===== config.mk =====
export PLATFORM = sky130hd
export DESIGN_NAME = async_fifo_wctrl_flat
export DESIGN_NICKNAME = d
export VERILOG_FILES = /design/src/rtl/async_fifo_wctrl_if.sv /design/src/rtl/async_fifo_wctrl.sv /design/src/flat_wrapper.sv
export SDC_FILE = /design/constraint.sdc
export NUM_CORES = 1
export LEC_CHECK = 0
export ABC_AREA = 1
export CAP_MARGIN = 10
export CORE_MARGIN = 10
export CORE_UTILIZATION = 51
export DETAILED_ROUTE_END_ITERATION = 10
export PLACE_DENSITY = 0.9
export SYNTH_ARGS = -nofsm -noshare
export SYNTH_HDL_FRONTEND = slang
export SYNTH_SLANG_ARGS = --single-unit

===== constraint.sdc =====
create_clock -name wclk -period 3.5 [get_ports wclk]
set_clock_uncertainty 0.2 [all_clocks]
set_input_delay 0.35 -clock wclk [delete_from_list [all_inputs] [get_ports wclk]]
set_output_delay 0.35 -clock wclk [all_outputs]
set_load 0.01 [all_outputs]

===== src/rtl/async_fifo_wctrl_if.sv =====
// Write-side bundle of the dual-clock FIFO: producer request, RAM write port,
// pointer exchange with the read domain and the write-domain status flags.
interface async_fifo_wctrl_if #(
   parameter int ADDR_WIDTH = 6
);
   logic                  winc;
   logic [ADDR_WIDTH:0]   rptr_gray_async;
   logic                  wen;
   logic [ADDR_WIDTH-1:0] waddr;
   logic [ADDR_WIDTH:0]   wptr_gray;
   logic                  wfull;
   logic                  walmost_full;
   logic [ADDR_WIDTH:0]   wlevel;
   logic                  wovf;

   modport master (
      output winc,
      output rptr_gray_async,
      input  wen,
      input  waddr,
      input  wptr_gray,
      input  wfull,
      input  walmost_full,
      input  wlevel,
      input  wovf
   );

   modport slave (
      input  winc,
      input  rptr_gray_async,
      output wen,
      output waddr,
      output wptr_gray,
      output wfull,
      output walmost_full,
      output wlevel,
      output wovf
   );
endinterface


===== src/rtl/async_fifo_wctrl.sv =====
// Write-side controller of the dual-clock FIFO: binary/Gray write pointer,
// read-pointer synchronizer and registered full/almost-full/level/overflow flags.
module async_fifo_wctrl #(
   parameter int ADDR_WIDTH  = 6,
   parameter int SYNC_STAGES = 2,
   parameter int AFULL_LEVEL = 60
) (
   input  logic              wclk,
   input  logic              rreset,
   async_fifo_wctrl_if.slave bus
);
   localparam int PW = ADDR_WIDTH + 1;
   localparam logic [PW-1:0] AFULL_THR = PW'(AFULL_LEVEL);

   logic [PW-1:0] wbin;
   logic [PW-1:0] wbin_next;
   logic [PW-1:0] wgray_next;
   logic [PW-1:0] wgray_q;
   logic [PW-1:0] rq [SYNC_STAGES];
   logic [PW-1:0] rsync;
   logic [PW-1:0] rbin_sync;
   logic [PW-1:0] full_gray;
   logic [PW-1:0] level_next;
   logic [PW-1:0] wlevel_q;
   logic          wen_c;
   logic          wfull_q;
   logic          wafull_q;
   logic          wovf_q;

   assign wen_c      = bus.winc & ~wfull_q;
   assign wbin_next  = wbin + PW'(wen_c);
   assign wgray_next = wbin_next ^ (wbin_next >> 1);

   assign rsync = rq[SYNC_STAGES-1];

   always_comb begin
      rbin_sync = '0;
      rbin_sync[PW-1] = rsync[PW-1];
      for (int i = PW - 2; i >= 0; i--) begin
         rbin_sync[i] = rbin_sync[i+1] ^ rsync[i];
      end
   end

   // Full when the next write pointer is exactly one lap ahead of the synchronized read pointer.
   assign full_gray  = {~rsync[PW-1:PW-2], rsync[PW-3:0]};
   assign level_next = wbin_next - rbin_sync;

   always_ff @(posedge wclk or posedge rreset) begin
      if (rreset) begin
         for (int i = 0; i < SYNC_STAGES; i++) begin
            rq[i] <= '0;
         end
         wbin     <= '0;
         wgray_q  <= '0;
         wfull_q  <= 1'b0;
         wafull_q <= 1'b0;
         wlevel_q <= '0;
         wovf_q   <= 1'b0;
      end else begin
         rq[0] <= bus.rptr_gray_async;
         for (int i = 1; i < SYNC_STAGES; i++) begin
            rq[i] <= rq[i-1];
         end
         wbin     <= wbin_next;
         wgray_q  <= wgray_next;
         wfull_q  <= (wgray_next == full_gray);
         wafull_q <= (level_next >= AFULL_THR);
         wlevel_q <= level_next;
         wovf_q   <= wovf_q | (bus.winc & wfull_q);
      end
   end

   assign bus.wen          = wen_c;
   assign bus.waddr        = wbin[ADDR_WIDTH-1:0];
   assign bus.wptr_gray    = wgray_q;
   assign bus.wfull        = wfull_q;
   assign bus.walmost_full = wafull_q;
   assign bus.wlevel       = wlevel_q;
   assign bus.wovf         = wovf_q;
endmodule

===== src/flat_wrapper.sv =====
// flat-port wrapper written by rule: the top's interface ports become plain ports
module async_fifo_wctrl_flat 
#(
   parameter int ADDR_WIDTH  = 6,
   parameter int SYNC_STAGES = 2,
   parameter int AFULL_LEVEL = 60
)
  (wclk, rreset, bus_winc, bus_rptr_gray_async, bus_wen, bus_waddr, bus_wptr_gray, bus_wfull, bus_walmost_full, bus_wlevel, bus_wovf);
  async_fifo_wctrl_if #(.ADDR_WIDTH(ADDR_WIDTH)) bus_i ();
  input  logic wclk;
  input  logic rreset;
  input wire logic [$bits(bus_i.winc)-1:0] bus_winc;
  input wire logic [$bits(bus_i.rptr_gray_async)-1:0] bus_rptr_gray_async;
  output wire logic [$bits(bus_i.wen)-1:0] bus_wen;
  output wire logic [$bits(bus_i.waddr)-1:0] bus_waddr;
  output wire logic [$bits(bus_i.wptr_gray)-1:0] bus_wptr_gray;
  output wire logic [$bits(bus_i.wfull)-1:0] bus_wfull;
  output wire logic [$bits(bus_i.walmost_full)-1:0] bus_walmost_full;
  output wire logic [$bits(bus_i.wlevel)-1:0] bus_wlevel;
  output wire logic [$bits(bus_i.wovf)-1:0] bus_wovf;
  assign bus_i.winc = bus_winc;
  assign bus_i.rptr_gray_async = bus_rptr_gray_async;
  assign bus_wen = bus_i.wen;
  assign bus_waddr = bus_i.waddr;
  assign bus_wptr_gray = bus_i.wptr_gray;
  assign bus_wfull = bus_i.wfull;
  assign bus_walmost_full = bus_i.walmost_full;
  assign bus_wlevel = bus_i.wlevel;
  assign bus_wovf = bus_i.wovf;
  async_fifo_wctrl #(.ADDR_WIDTH(ADDR_WIDTH), .SYNC_STAGES(SYNC_STAGES), .AFULL_LEVEL(AFULL_LEVEL)) u_core (.wclk(wclk), .rreset(rreset), .bus(bus_i));
endmodule

==> reports/metrics.csv <==
metric;value;unit
Final period util;0.828;
Tmin final;2.90;ns
Worst slew margin;0.711;
Cell Int Power;1240;µW
post-layout util;0.672;
post-route setup TNS;0;ns
WHS Path Cells;0;
Synth area leader;dfrtp_1;
post-synthesis sequential area ratio;0.521;
root buf cell;clkbuf_4;
core area;3360;µm²
clk buf depth;2;
postcts setup bufs;0;
clk_lat worst skew;0.35;ns
critical path startpoint;u_core.rsync[6];
Critical Path Sink Type;flop;
DR vias/cell;4.81;
RSZ-0062 raised after global routing;false;
die extent in y;79;µm
Largest stage delay, worst path;0.42;ns
Mapped Area;1780;µm²
Post-CTS Hold Buffers;0;
Clk network pwr share;0.148;
r2r endpoint;u_core.bus.walmost_full;
CTS tree;yes;
First DRT Iteration DRCs;59;
Critical Path Start Type;flop;
CP Cell Sequence;inv_1 -> nand2_1 -> nand2_1 -> nand2_1 -> nand2_1 -> nand2_1 -> nand2_1 -> nand2_1 -> nand2_1 -> nand2_1 -> nand2_1 -> nand2_1 -> nand2_1 -> ha_1 -> inv_1 -> fa_1 -> nand3_1 -> nand2_1 -> xor2_1 -> inv_1 -> nand2_1 -> nor2_1 -> nand2_1 -> nand2_1;
Leak;0.00117;µW
PwrDens;928;nW/µm²
post-synthesis area per instance;8.88;µm²
IO Pins;34;
status;finished clean;
critical path class;flop to flop;
worst setup path end;u_core.bus.walmost_full;
Switch Pwr;854;µW
Hold Crit Class;flop to flop;
vias;1384;
die area;6240;µm²
synthesis warning total;0;
post-DP HPWL;2.66;mm
Pre-Repair DR Iteration Count;4;
Max VDD drop;0.547;mV
distinct cell type count after synthesis;21;
share of power burned in registers;0.312;
Synth Instances;200;
CTS buffer count;5;
vias in the first global route;1365;
Clock transition at path regs;0.10;ns
Max Cap Viol;0;
filler instances;292;
first-pass GRT wire length;5.87;mm
ANT cells;0;
Area contributors post-synth;dfrtp_1, nand2_1, ha_1, nand3_1, inv_1;
H-tree levels;2;
grt ovf;0;
Syn Nets;221;
Max Freq;345;MHz
count of final hold-check violations;0;
final slew viol count;0;
clock sink count;37;
#FFs+latches synth;37;
Req. time, crit path;3.55;ns
gpl congestion;0.816;
Area Overhead vs Synth;27.3;%
most frequent cell on the critical path;nand2_1;
Least-Margin Pin Slew;0.433;ns
Sw Ratio;0.407;
largest net degree at the start of global routing;38;
proportion of layout cells with a drive suffix above 1;0.0909;
Rows;21;
PortBufs;33;
Resize count post-CTS;0;
Total GRT Usage;0.117;
Layout Nets;262;
Die Wd;79;µm
Crit-path slowest cell;fa_1;
logic gate share of total power;0.540;
CP arrival;2.95;ns
ANT nets after route;0;
Setup-failing EPs final;0;
initial antenna violation count;0;
WL/cell;11.8;µm
DRC viols;0;
drt total wl;3.41;mm
starting density of the core;0.528;
Critical R2R Launch;u_core.rsync[6];
worst reg-to-reg setup slack;0.60;ns
Yosys top cell area share;0.521;
worst-case reg-to-reg path depth;24;
crit-path max FO;3;
[sequential cells by signal, summed over array words and instances, names as in the netlist]
| name | count |
|---|---|
| u_core.rq | 7 |
| u_core.rsync | 7 |
| u_core.wbin | 7 |
| u_core.bus.wovf | 1 |
| u_core.bus.wfull | 1 |
| u_core.bus.walmost_full | 1 |
| u_core.bus.wptr_gray | 6 |
| u_core.bus.wlevel | 7 |
[power groups by stage]
| stage | combinational [µW] | sequential (µW) | clock, µW |
|---|---|---|---|
| finish | 1130 | 655 | 310 |
| global route | 1290 | 674 | 338 |
| CTS | 1150 | 657 | 321 |
| detailed placement | 1140 | 664 | 0 |
| global placement | 1110 | 660 | 0 |
| floorplan | 652 | 717 | 0 |
[logic make-up (layout without fill, tap and decap cells)]
kind of cell	Yosys count	count (layout)	share of synthesized area
DFF	37	37	0.521
AOI/OAI and AO/OA	11	11	0.0359
and+or+nand+nor	106	106	0.267
buffers and inverters	28	70	0.0592
adders and majority gates	11	11	0.0817
xor gates and xnor gates	7	7	0.0345
[synthesized netlist by cell type, drive strengths merged]
master / instances
dfrtp: 37
o21bai: 1
nand4: 1
a21oi: 6
a21o: 1
inv: 28
ha: 10
nor2: 10
fa: 1
nand3b: 1
xnor2: 1
nand3: 26
o21ai: 3
xor2: 6
nand2: 68
[per-stage QoR]
step                      std cells  area [µm²]  total power [µW]  setup WS (ns)  hold WS, ns
after floorplan                 200        1780              1370          0.838        0.131
after global placement          280        2170              1770          0.393        0.132
after detailed placement        280        2170              1800          0.338        0.135
after CTS                       288        2260              2130          0.569        0.159
after global routing            288        2260              2300          0.252        0.164
final                           288        2260              2100          0.601        0.157
[routing by layer]
metal	global-route usage	wire, µm
met1	0.126	1510
met2	0.192	1570
met3	0.0597	278
met4	0.0466	51
met5	0	0
[critical path: cells and delay by family (launching register included)]
| kind | cells | cell delay [ns] |
|---|---|---|
| and+or+nand+nor | 18 | 1.31 |
| DFF | 1 | 0.41 |
| adders and majority gates | 2 | 0.55 |
| buffers and inverters | 3 | 0.20 |
| xor gates and xnor gates | 1 | 0.14 |
[layout make-up]
class,instances,area (µm²),share of cell area
well taps,46,57.6,0.0255
clock inverters,2,37.5,0.0166
flip-flops and latches,37,926,0.410
repair buffers,34,338,0.150
clock buffers,6,51.3,0.0227
inverters,28,105,0.0465
multi-input cells,135,744,0.329
[placed cells by master (no fill, tap or decap)]
cell type	n
xnor2_1	1
bufinv_16	1
ha_1	10
clkdlybuf4s50_1	33
nand4_1	1
inv_1	28
nor2_1	8
fa_1	1
nand3_2	1
a21o_1	1
dfrtp_1	37
nand3_1	25
xor2_1	6
o21ai_2	1
nand2_2	9
clkinvlp_4	1
clkbuf_4	5
buf_4	1
clkbuf_8	1
a21oi_1	6
o21ai_0	1
nor2_2	1
nor2_4	1
nand2_1	59
o21bai_1	1
o21ai_1	1
nand3b_1	1
[worst min path at each step]
stage,from,end,slack (ns)
6_report,u_core.rq[12],u_core.rsync[5],0.16
5_1_grt,u_core.rq[12],u_core.rsync[5],0.16
4_1_cts,u_core.rq[13],u_core.rsync[6],0.16
3_5_place_dp,u_core.rq[10],u_core.rsync[3],0.13
3_3_place_gp,u_core.rq[7],u_core.rsync[0],0.13
2_1_floorplan,u_core.rq[7],u_core.rsync[0],0.13
Note: power is estimated with default switching activity, not from simulation.
